<file path="src/rtl/tmr_cfg_reg_scrub.sv">
// Triplicated configuration register feeding a bitwise majority voter.
// A periodic scrub rewrites the voted value into all copies and counts repairs.
module tmr_cfg_reg_scrub #(
  parameter int unsigned       WIDTH        = 6,
  parameter logic [WIDTH-1:0]  RESET_VALUE  = '0,
  parameter int unsigned       SCRUB_PERIOD = 16,
  parameter int unsigned       ERRCNT_W     = 8
) (
  input  logic                clk,
  input  logic                rstn,
  input  logic                wr_en,
  input  logic [WIDTH-1:0]    wr_data,
  input  logic                inj_en,
  input  logic [1:0]          inj_sel,
  input  logic [WIDTH-1:0]    inj_mask,
  input  logic                err_clr,
  output logic [WIDTH-1:0]    copy_a,
  output logic [WIDTH-1:0]    copy_b,
  output logic [WIDTH-1:0]    copy_c,
  output logic [WIDTH-1:0]    q,
  output logic                mismatch,
  output logic                corrected,
  output logic [ERRCNT_W-1:0] err_cnt
);

  localparam int unsigned      CNT_W  = 16;
  localparam logic [CNT_W-1:0] RELOAD = CNT_W'(SCRUB_PERIOD - 1);

  typedef enum logic [1:0] {
    S_WAIT,
    S_CHECK,
    S_FIX
  } state_t;

  state_t              r_state;
  logic [CNT_W-1:0]    r_cnt;
  logic [WIDTH-1:0]    r_a;
  logic [WIDTH-1:0]    r_b;
  logic [WIDTH-1:0]    r_c;
  logic                r_corr;
  logic [ERRCNT_W-1:0] r_err;

  logic [WIDTH-1:0]    w_q;
  logic                w_mismatch;

  always_comb begin
    w_q        = (r_a & r_b) | (r_a & r_c) | (r_b & r_c);
    w_mismatch = (r_a != r_b) || (r_b != r_c);
  end

  always_ff @(posedge clk) begin
    if (!rstn) begin
      r_state <= S_WAIT;
      r_cnt   <= RELOAD;
      r_a     <= RESET_VALUE;
      r_b     <= RESET_VALUE;
      r_c     <= RESET_VALUE;
      r_corr  <= 1'b0;
      r_err   <= '0;
    end else begin
      r_corr <= 1'b0;
      if (wr_en) begin
        // A write abandons any pending check/fix and restarts the interval.
        r_a     <= wr_data;
        r_b     <= wr_data;
        r_c     <= wr_data;
        r_state <= S_WAIT;
        r_cnt   <= RELOAD;
      end else begin
        unique case (r_state)
          S_WAIT: begin
            if (r_cnt == '0) r_state <= S_CHECK;
            else             r_cnt   <= r_cnt - CNT_W'(1);
          end
          S_CHECK: begin
            if (w_mismatch) begin
              r_state <= S_FIX;
            end else begin
              r_state <= S_WAIT;
              r_cnt   <= RELOAD;
            end
          end
          S_FIX: begin
            r_a     <= w_q;
            r_b     <= w_q;
            r_c     <= w_q;
            r_corr  <= 1'b1;
            if (r_err != '1) r_err <= r_err + ERRCNT_W'(1);
            r_state <= S_WAIT;
            r_cnt   <= RELOAD;
          end
          default: begin
            r_state <= S_WAIT;
            r_cnt   <= RELOAD;
          end
        endcase
        if (inj_en && r_state != S_FIX) begin
          case (inj_sel)
            2'd0:    r_a <= r_a ^ inj_mask;
            2'd1:    r_b <= r_b ^ inj_mask;
            2'd2:    r_c <= r_c ^ inj_mask;
            default: ;
          endcase
        end
      end
      // Placed last so a clear overrides a coincident scrub increment.
      if (err_clr) r_err <= '0;
    end
  end

  assign copy_a    = r_a;
  assign copy_b    = r_b;
  assign copy_c    = r_c;
  assign q         = w_q;
  assign mismatch  = w_mismatch;
  assign corrected = r_corr;
  assign err_cnt   = r_err;

endmodule

</file>
<file path="config.mk">
export PLATFORM = sky130hd
export DESIGN_NAME = tmr_cfg_reg_scrub
export DESIGN_NICKNAME = d
export VERILOG_FILES = /design/src/rtl/tmr_cfg_reg_scrub.sv
export SDC_FILE = /design/constraint.sdc
export NUM_CORES = 1
export LEC_CHECK = 0
export BUFFER_PORTS_ARGS = -buffer_cell sky130_fd_sc_hd__buf_2
export CAP_MARGIN = 5
export CORE_MARGIN = 2
export CORE_UTILIZATION = 54
export DETAILED_ROUTE_END_ITERATION = 6
export MAX_ROUTING_LAYER = met4
export PLACE_DENSITY = 0.84
export SLEW_MARGIN = 10
export SYNTH_ARGS = -nofsm -noshare
export SYNTH_HDL_FRONTEND = slang
export SYNTH_SLANG_ARGS = --single-unit
</file>
<file path="constraint.sdc">
create_clock -name clk -period 3.1 [get_ports clk]
set_input_delay 0.775 -clock clk [delete_from_list [all_inputs] [get_ports clk]]
set_output_delay 0.775 -clock clk [all_outputs]
set_load 0.1 [all_outputs]
</file>
# == Word level (Yosys, flattened, before mapping) ==
# Index checks and enable logic that the tools add are counted.
# totals
input_bits,19
regBits,45
output_inout_bits,34
word_cells,58
# classes
n_eq_ne,11
n_bitwise,10
n_reduce_logical,9
n_addsub,2
muxes,19
# op_table
operator,count
6-bit 2-to-1 mux,12
16-bit 2-to-1 mux,2
16-bit case mux with 2 select lines,1
6-bit AND,3
6-bit bitwise XOR,3
16-bit logical NOT,1
16-bit by 1-bit subtractor with 16-bit output (second input constant),1
6-bit != test,2
6-bit OR,2
8-bit by 1-bit adder with 8-bit output (second input constant),1
2-bit != test (second input constant),4
8-bit != test (second input constant),1
2-bit by 1-bit equality test with 1-bit output (second input constant),2
2-bit equality test (second input constant),2
2-bit logical NOT,2
2-bit 2-to-1 mux,2
2-bit case mux with 2 select lines,1
2-bit OR reduction,2
3-bit AND reduction,1
1-bit NOT,2
2-bit AND reduction,1
1-bit logical AND,1
1-bit logical OR,1
1-bit 2-to-1 mux,1

# == Longest topological paths before layout ==
# Gate-level depths: netlist of run 1.
# logic_depth
ltp_word,7
ltp_mapped,7
mapped_depth_nobuf,7

# == Worst setup path after synthesis of run 1 ==
# OpenSTA, ideal clock, no wires.
# synth_path
kind,register -> output
start,"register r_b[2], in the netlist copy_b[2]"
end,output mismatch
arrival_ns,2.594
required_ns,2.325
setup_slack_ns,-0.269
path_stages_with_launch,4
cell_sequence,dfxtp_1 -> ha_1 -> nor4_1 -> nand3_1
# synth_via
elab_chain_cells,2
word_cells_on_any_way,3
cone_classes,2 x eq/ne; 1 x reduce/logical
# synth_rtl
item,line_no,source
"start, declared",38,logic [WIDTH-1:0] r_b;
"start signal, assigned",65,r_b <= wr_data;
"start signal, assigned",85,r_b <= w_q;
"start signal, assigned",100,2'd1: r_b <= r_b ^ inj_mask;
6-bit != test,48,w_mismatch = (r_a != r_b) || (r_b != r_c);
1-bit logical OR *,48,
"end, declared",21,"output logic mismatch,"
# Mark *: on every way between the ends. The rest lies on a longest branch, timed or not.

# == Final worst setup path of run 1 ==
# layout_path
start,"register r_b[3], in the netlist copy_b[3]"
end,output mismatch
# The elaborated chain is that of the path after synthesis.

==> results of run 1 <==
==> worst max path at each step <==
| stage | endpoint | slack (ns) |
|---|---|---|
| floorplan | mismatch | 0.008 |
| global placement | r_cnt[3] | 0.63 |
| detailed placement | r_cnt[3] | 0.55 |
| CTS | mismatch | 0.35 |
| global route | mismatch | 0.25 |
| finish | mismatch | 0.32 |
==> stage by stage <==
step | utilization, % | hold WS [ns] | setup WS (ns) | power [mW] | instance area, um^2
global route | 65.50 | 0.5388 | 0.2452 | 1.471 | 2813
global placement | 62.70 | 0.4730 | 0.6286 | 0.9564 | 2693
CTS | 65.50 | 0.4955 | 0.3461 | 1.425 | 2813
detailed placement | 62.70 | 0.4848 | 0.5494 | 0.9630 | 2693
finish | 65.50 | 0.4936 | 0.3220 | 1.416 | 2813
floorplan | - | 0.4482 | 0.007800 | 0.8984 | 2406
==> logic make-up (layout without fill, tap and decap cells) <==
logic type      after synthesis  in the layout  share of synthesized area [%]
compound gates               59             59                          16.36
simple gates                107            107                          23.13
fa+ha+maj                    14             14                          7.341
buf+inv                      16             66                          2.884
mux                           1              1                         0.4195
xor+xnor                     33             33                          12.11
flops                        45             45                          37.76
==> tightest hold or removal path, stage by stage, from the launching register on <==
cell	delay, ns
dfxtp_1	0.32
o31ai_1	0.06
a21oi_1	0.07
==> registers in the layout, summed over array words and instances, names as in the netlist <==
name,count
copy_a,6
copy_b,6
copy_c,6
corrected,1
err_cnt,8
r_cnt,16
r_state,2
==> report_power, final <==
part | internal (mW) | switching (mW) | leakage [nW]
sequential | 0.599 | 0.0219 | 0.371
combinational | 0.0723 | 0.258 | 0.818
clock | 0.262 | 0.203 | 0.0574
total | 0.933 | 0.483 | 1.25
==> cell type report <==
class | count | area, um^2
Clock buffer | 6 | 82.58
Fill cell | 370 | 1481
Tap cell | 52 | 65.06
Multi-Input combinational cell | 214 | 1421
Timing Repair Buffer | 54 | 275.3
Sequential cell | 45 | 915.9
Inverter | 4 | 15.01
Clock inverter | 2 | 37.54
==> cells in the final DEF (no fill, tap or decap), drive strengths merged, types with 2 or more instances in the layout <==
cell type   n
and3b       2
nand2      42
a21oi      26
nand4       2
dfxtp      45
buf        54
nor3b       2
and2        3
and3        3
o211ai      6
a211o       6
or4         5
ha         14
or3         4
o21ai       9
nor3        2
inv         4
xor2       14
nor4        8
nand2b      5
or2         2
nand3       4
o2111ai     3
clkbuf      6
nor2       19
xnor2      19
o21a        3
==> metal layers <==
metal	vias up	GRT usage (%)	wire (um)
met4	0	8.761	89
met2	85	40.25	2651
met1	1022	29.87	2442
li1	1066	-	-
met3	8	6.061	406
met5	-	-	0
==> flow_summary.yaml, run 1 <==
worst_setup_path:
  cp-start-kind: "flip-flop"
  path_buf_inv: 1
  crit_family: "simple AND/OR/NAND/NOR gates"
  crit_fanout: 4
  slowest_delay_ns: 0.56
  cp.arrival_ns: 2.00
  reg2reg_depth: 6
  cp_cell_sequence: "ha_1, nor4_1, nand3_2, buf_2"
  r2r_setup_slack_ns: 0.48
  startpoint: "copy_b[3]"
  rr_endpoint: "r_cnt[3]"
  crit_cells: 4
  reg2reg_from: "copy_b[3]"
  end_kind: "output port"
  required_ns: 2.32
  timing_worst_setup_path_type: "reg2out"
  slowest_stage: "nor4_1"
yosys:
  synth_top_area_share_pct: 37.76
  ys_async_sr_fraction_pct: 0
  syn_area_per_cell_um2: 8.677
  synth_nets: 308
  netlist_area_um2: 2386
  yosysTopAreaCell: "dfxtp_1"
  syn-instance-count: 275
  synth_ff_type: "dfxtp_1"
  synth-edff-count: 0
  synth.distinct_cells: 45
  ys_seq_area_share_pct: 37.76
  synth_common_cells: "dfxtp_1, nand2_1, a21oi_1, nor2_1, xnor2_1"
  yosysWarnings: 0
  yosys.cell_count.top_type: "dfxtp_1"
  ys_ff_latch: 45
  synthTopCellsByArea: "dfxtp_1, ha_1, xnor2_1, nand2_1, a21oi_1"
floorplanning:
  fp-row-count: 24
  core-area_um2: 4294
  die_h_um: 70.47
  die_w_um: 70.47
  dieArea_um2: 4966
  ios: 53
  initial_core_util_pct: 55.57
clock_network:
  cts_tree: "built"
  numCtsBuffers: 5
  cts_hold_buf: 0
  path_clk_slew_ns: 0.08
  clockBufferDepth: 2
  cts_setup_buffers: 0
  htreeDepth: 2
  cts_root_buf: "clkbuf_8"
  numClockSinks: 45
  clk_latency_ns: 0.30
  cts_resized: 0
min_path:
  hold_path_depth: 2
  min_to: "r_cnt[9]"
  min_from: "r_cnt[9]"
  hold_class: "reg2reg"
detailed_routing:
  wl_per_cell_um: 14.82
  route.vias.total: 2181
  routed_wirelength_um: 5589
  first_iter_violations: 181
  drcViolationCount: 0
  ant_nets: 0
  via_per_inst: 5.785
  drtPass1Iterations: 4
grt:
  grt_pass1_wl_um: 9577
  grt_max_degree: 21
  antenna_found_initial: 0
  grt_use_total_pct: 24.76
  grt_pass1_vias: 2115
  grt_overflow: 0
timing:
  setup_viol: 0
  fin_skew_ns: 0.007804
  fmax_ghz: 0.3600
  fin_crit_sh_pct: 89.61
  drv_slew: 0
  hold_violations: 0
  rsz0062_at_grt: "no"
  relSlewSlack_pct: 58.70
  finalCriticalPeriod_ns: 2.778
  tightest_slew_ns: 0.6139
  fin_setup_tns_ns: 0
layout:
  finalNetCount: 357
  area_delta_synth_final_pct: 17.88
  instances_no_fill: 377
  n_antenna_cell: 0
  layout-drive-gt1-share_pct: 25.23
power:
  p_leak_nw: 1.246
  powerDensity_nw_per_um2: 503.5
  peakVddDrop_v: 0.0003390
placed_design:
  gp_congestion: 0.8986
  dp.cells: 369
  dp_hpwl_um: 4146
  portBuffers: 52
run_status:
  status: "finished, final reports clean"
flow_run:
  max_cap_viol_count: 0
Note: power is estimated with default switching activity, not from simulation.
==> inputs of run 2 (changes only) <==
Settings changed: RECOVER_POWER set to 25.
==> run 2 against run 1 <==
  * Sequential power about the same
  * Design area decreased by 0.13%
  * Clock power about the same
  * Die area unchanged
  * Flip-flop and latch count unchanged
  * Critical endpoint unchanged
  * Sequential share of layout area about the same
==> flow_summary.yaml, run 2 (synthesized netlist as in run 1, its figures left out) <==
run_status:
  status: "finished, final reports clean"
min_path:
  hold_class: "reg2reg"
clock_network:
  path_clk_slew_ns: 0.09
  clockBufferDepth: 2
  cts_resized: 0
  htreeDepth: 2
  clk_latency_ns: 0.30
  numCtsBuffers: 5
  cts_tree: "built"
  cts_hold_buf: 0
  cts_root_buf: "clkbuf_8"
  numClockSinks: 45
  cts_setup_buffers: 0
floorplanning:
  fp-row-count: 24
  die_h_um: 70.47
  die_w_um: 70.47
  core-area_um2: 4294
  ios: 53
  dieArea_um2: 4966
  initial_core_util_pct: 55.57
power:
  power_frac_seq_pct: 43.8
  powerDensity_nw_per_um2: 504.0
  swShare_pct: 34.07
  clockPowerShare_pct: 32.8
  peakVddDrop_v: 0.0003390
  finalPower_mw: 1.416
  comb_power_share_pct: 23.3
  p_leak_nw: 1.243
  power.internal_mw: 0.9334
  power.switching_mw: 0.4823
detailed_routing:
  routed_wirelength_um: 5582
  route.vias.total: 2181
  drcViolationCount: 0
  first_iter_violations: 179
  drtPass1Iterations: 4
  via_per_inst: 5.785
  ant_nets: 0
  wl_per_cell_um: 14.81
timing:
  finalCriticalPeriod_ns: 2.765
  fin_crit_sh_pct: 89.18
  relSlewSlack_pct: 41.55
  hold_violations: 0
  rsz0062_at_grt: "no"
  fmax_ghz: 0.3617
  fin_skew_ns: 0.01090
  fin_setup_tns_ns: 0
  drv_slew: 0
  setup_viol: 0
  tightest_slew_ns: 0.8767
layout:
  area_delta_synth_final_pct: 17.72
  nFillCells: 372
  n_antenna_cell: 0
  layout_commonest_cell: "buf_2"
  largest_reg_flops: 16
  final_cell_mix: "buf_2, nand2_1, dfxtp_1, a21oi_1"
  finalNetCount: 357
  layout-drive-gt1-share_pct: 24.92
  regMostFlops: "r_cnt"
grt:
  grt_pass1_wl_um: 9577
  grt_max_degree: 21
  antenna_found_initial: 0
  grt_use_total_pct: 24.76
  grt_overflow: 0
  grt_pass1_vias: 2115
flow_run:
  max_cap_viol_count: 0
worst_setup_path:
  crit_end: "mismatch"
  rr_endpoint: "r_cnt[3]"
  startpoint: "copy_b[0]"
  reg2reg_from: "copy_b[0]"
  timing_worst_setup_path_type: "reg2out"
  end_kind: "output port"
  r2r_setup_slack_ns: 0.50
  cp.arrival_ns: 1.99
  cp-start-kind: "flip-flop"
  reg2reg_depth: 6
  required_ns: 2.32
  crit_fanout: 4
placed_design:
  dp_hpwl_um: 4146
  portBuffers: 52
  gp_congestion: 0.8986
## run 2: worst min-delay path by stage
| stage | start | to | slack [ns] | depth (start not counted) |
|---|---|---|---|---|
| after floorplan | r_cnt[9] | r_cnt[9] | 0.45 | 2 |
| after global placement | r_cnt[9] | r_cnt[9] | 0.47 | 2 |
| after detailed placement | r_cnt[9] | r_cnt[9] | 0.48 | 2 |
| after CTS | r_cnt[9] | r_cnt[9] | 0.50 | 2 |
| after global routing | r_cnt[9] | r_cnt[9] | 0.54 | 2 |
| final | r_cnt[9] | r_cnt[9] | 0.49 | 2 |
## run 2: worst max-delay path: stages (launching register included)
cell     delay (ns)
dfxtp_2        0.35
ha_1           0.29
nor4_1         0.56
nand3_2        0.15
buf_2          0.33
## run 2: through the flow
stage	cell area (um^2)	instances	setup slack [ns]	hold WS (ns)	util [%]
6_report	2809	377	0.3354	0.4932	65.41
5_1_grt	2809	377	0.2452	0.5388	65.41
3_5_place_dp	2693	369	0.5494	0.4848	62.70
4_1_cts	2813	377	0.3461	0.4955	65.50
3_3_place_gp	2693	369	0.6286	0.4730	62.70
2_1_floorplan	2406	275	0.007800	0.4482	-
## run 2: layer usage
layer	vias to the layer above	track usage, %	share of wire (%)
li1	1066	-	-
met1	1025	29.87	44
met2	84	40.25	48
met3	6	6.061	7.4
met4	0	8.761	1.2
met5	-	-	0
## run 2: cell type report
type / count / area [um^2] / share of cell area [%]
Clock inverter: 2 / 37.54 / 1.336
Clock buffer: 6 / 82.58 / 2.940
Inverter: 4 / 15.01 / 0.5345
Sequential cell: 45 / 915.9 / 32.61
Multi-Input combinational cell: 214 / 1421 / 50.60
Tap cell: 52 / 65.06 / 2.316
Timing Repair Buffer: 54 / 271.5 / 9.666
## run 2: power by group through the flow
stage | registers (mW) | logic (mW) | clock network, mW
detailed placement | 0.634 | 0.329 | 0
CTS | 0.621 | 0.330 | 0.474
global placement | 0.632 | 0.324 | 0
floorplan | 0.757 | 0.141 | 0
finish | 0.621 | 0.330 | 0.465
global route | 0.623 | 0.349 | 0.499
==> inputs of run 3 (changes only) <==
--- a/config.mk
+++ b/config.mk
@@ -13,5 +13,4 @@
 export MAX_ROUTING_LAYER = met4
 export PLACE_DENSITY = 0.84
-export RECOVER_POWER = 25
 export SLEW_MARGIN = 10
 export SYNTH_ARGS = -nofsm -noshare
==> constraint.sdc (replaced) <==
create_clock -name clk -period 3.1 [get_ports clk]
set_input_delay 0.62 -clock clk [delete_from_list [all_inputs] [get_ports clk]]
set_output_delay 0.62 -clock clk [all_outputs]
set_load 0.1 [all_outputs]
==> run 3 against run 2 <==
  * Hold slack improved by 0.0043 ns
  * Core utilization is 0.35 points lower
  * Clock skew grew 0.0011 ns
  * Critical path depth up 2
  * Via count shrank 2.7%
  * First-iteration DRC count shrank 27%
  * Combinational power shrank 1%
  * Flip-flop and latch count unchanged
  * Die area is the same
  * Fmax rose by 6.6%
  * Non-clock buffer count is the same
  * Global-route usage decreased by 1.3 points
  * Critical endpoint is now r_cnt[3]
  * Largest cell class unchanged
  * Largest power group unchanged
  * Highest routed layer unchanged
==> flow_summary.yaml, run 3 (synthesized netlist as in run 1, its figures left out) <==
clock_network:
  htreeDepth: 2
  cts_root_buf: "clkbuf_8"
  path_clk_slew_ns: 0.09
  numCtsBuffers: 5
  clk_latency_ns: 0.30
  cts_tree: "built"
  numClockSinks: 45
  clockBufferDepth: 2
  cts_hold_buf: 0
  cts_setup_buffers: 0
  cts_resized: 0
placed_design:
  portBuffers: 52
  dp_hpwl_um: 3951
  gp_congestion: 0.8672
  dpl_cell_area_um2: 2678
  dp.cells: 369
floorplanning:
  ios: 53
  initial_core_util_pct: 55.57
  dieArea_um2: 4966
  die_h_um: 70.47
  fp-row-count: 24
  die_w_um: 70.47
  core-area_um2: 4294
layout:
  layout-drive-gt1-share_pct: 21.23
  largest_reg_flops: 16
  layout_commonest_cell: "buf_2"
  fin_area_um2: 2794
  regMostFlops: "r_cnt"
  multi_input_area_um2: 1421
  nFillCells: 369
  n_antenna_cell: 0
  regArea_um2: 900.9
  instances_no_fill: 377
  finalNetCount: 357
  final_cell_mix: "buf_2, dfxtp_1, nand2_1, a21oi_1"
  area_delta_synth_final_pct: 17.09
power:
  comb_power_share_pct: 23.2
  p_leak_nw: 1.244
  swShare_pct: 33.67
  clockPowerShare_pct: 32.7
  power.switching_mw: 0.4727
  powerDensity_nw_per_um2: 502.5
  power.internal_mw: 0.9313
  power_frac_seq_pct: 44.1
  peakVddDrop_v: 0.0003189
timing:
  relSlewSlack_pct: 59.39
  fmax_ghz: 0.3855
  drv_slew: 0
  whs_ns: 0.4974
  setup_viol: 0
  hold_violations: 0
  tightest_slew_ns: 0.6092
  fin_setup_tns_ns: 0
  finalCriticalPeriod_ns: 2.594
  fin_skew_ns: 0.01202
  rsz0062_at_grt: "no"
  fin_crit_sh_pct: 83.68
worst_setup_path:
  end_kind: "flip-flop"
  required_ns: 3.27
  cp-start-kind: "flip-flop"
  crit_end: "r_cnt[3]"
  rr_endpoint: "r_cnt[3]"
  slowest_stage: "nor4_1"
  timing_worst_setup_path_type: "reg2reg"
  cp.arrival_ns: 2.77
  reg2reg_from: "copy_c[0]"
  cp_cell_sequence: "ha_1, nor4_1, a311o_1, o21ai_2, o31a_1, or3_1"
  slowest_delay_ns: 0.52
  startpoint: "copy_c[0]"
  reg2reg_depth: 6
  r2r_setup_slack_ns: 0.51
  crit_fanout: 10
detailed_routing:
  first_iter_violations: 131
  ant_nets: 0
  route.vias.total: 2122
  via_per_inst: 5.629
  drtPass1Iterations: 4
  routed_wirelength_um: 5363
  wl_per_cell_um: 14.23
  drcViolationCount: 0
grt:
  grt_max_degree: 22
  grt_use_total_pct: 23.46
  grt_pass1_wl_um: 9094
  antenna_found_initial: 0
  grt_pass1_vias: 1988
  grt_overflow: 0
run_status:
  status: "finished, final reports clean"
min_path:
  hold_class: "reg2reg"
flow_run:
  max_cap_viol_count: 0
## run 3: changes by cell type in the layout (fill, tap and decap cells not counted), sizes merged
cell,delta
buf,+1
clkinvlp,-1
## run 3: cell type report
class / instances / area share, %
clock inverter: 1 / 1.075
clock buffer: 7 / 3.090
timing repair buffer: 54 / 9.852
inverter: 4 / 0.5374
sequential: 45 / 32.24
tap: 52 / 2.329
multi-input combinational: 214 / 50.87
## run 3: worst min-delay path by stage
stage                          from        end  slack [ns]  cells after the start
after floorplan            r_cnt[9]   r_cnt[9]        0.45                      2
after global placement     r_cnt[9]   r_cnt[9]        0.47                      2
final                     r_cnt[13]  r_cnt[13]        0.50                      2
after global routing       r_cnt[1]   r_cnt[1]        0.55                      2
after detailed placement   r_cnt[9]   r_cnt[9]        0.48                      2
after CTS                 r_cnt[13]  r_cnt[13]        0.51                      2
## run 3: power groups by stage
stage	Clock, mW	Sequential, mW	Combinational [mW]
after floorplan	0	0.754	0.141
after global placement	0	0.630	0.323
after detailed placement	0	0.632	0.325
after CTS	0.466	0.619	0.326
after global routing	0.491	0.622	0.343
final	0.459	0.619	0.326
## run 3: routing by layer
layer	GRT usage (%)	up-vias	routed length [um]
met1	28.42	979	2416
met5	-	-	0
li1	-	1071	-
met2	38.89	62	2573
met4	7.906	0	80
met3	4.762	10	293
## run 3: metrics by stage
| stage | setup slack, ns | total power, mW | utilization [%] |
|---|---|---|---|
| floorplan | 0.09379 | 0.8952 | - |
| global placement | 0.6150 | 0.9537 | 62.35 |
| detailed placement | 0.5639 | 0.9572 | 62.35 |
| CTS | 0.5247 | 1.410 | 65.06 |
| global route | 0.2089 | 1.456 | 65.06 |
| finish | 0.5058 | 1.404 | 65.06 |
## run 3: worst max-delay path: cells and delay by family, from the launching register on
family	cells	cell delay, ns
flops	1	0.40
fa+ha+maj	1	0.26
simple gates	2	0.83
compound gates	3	0.98
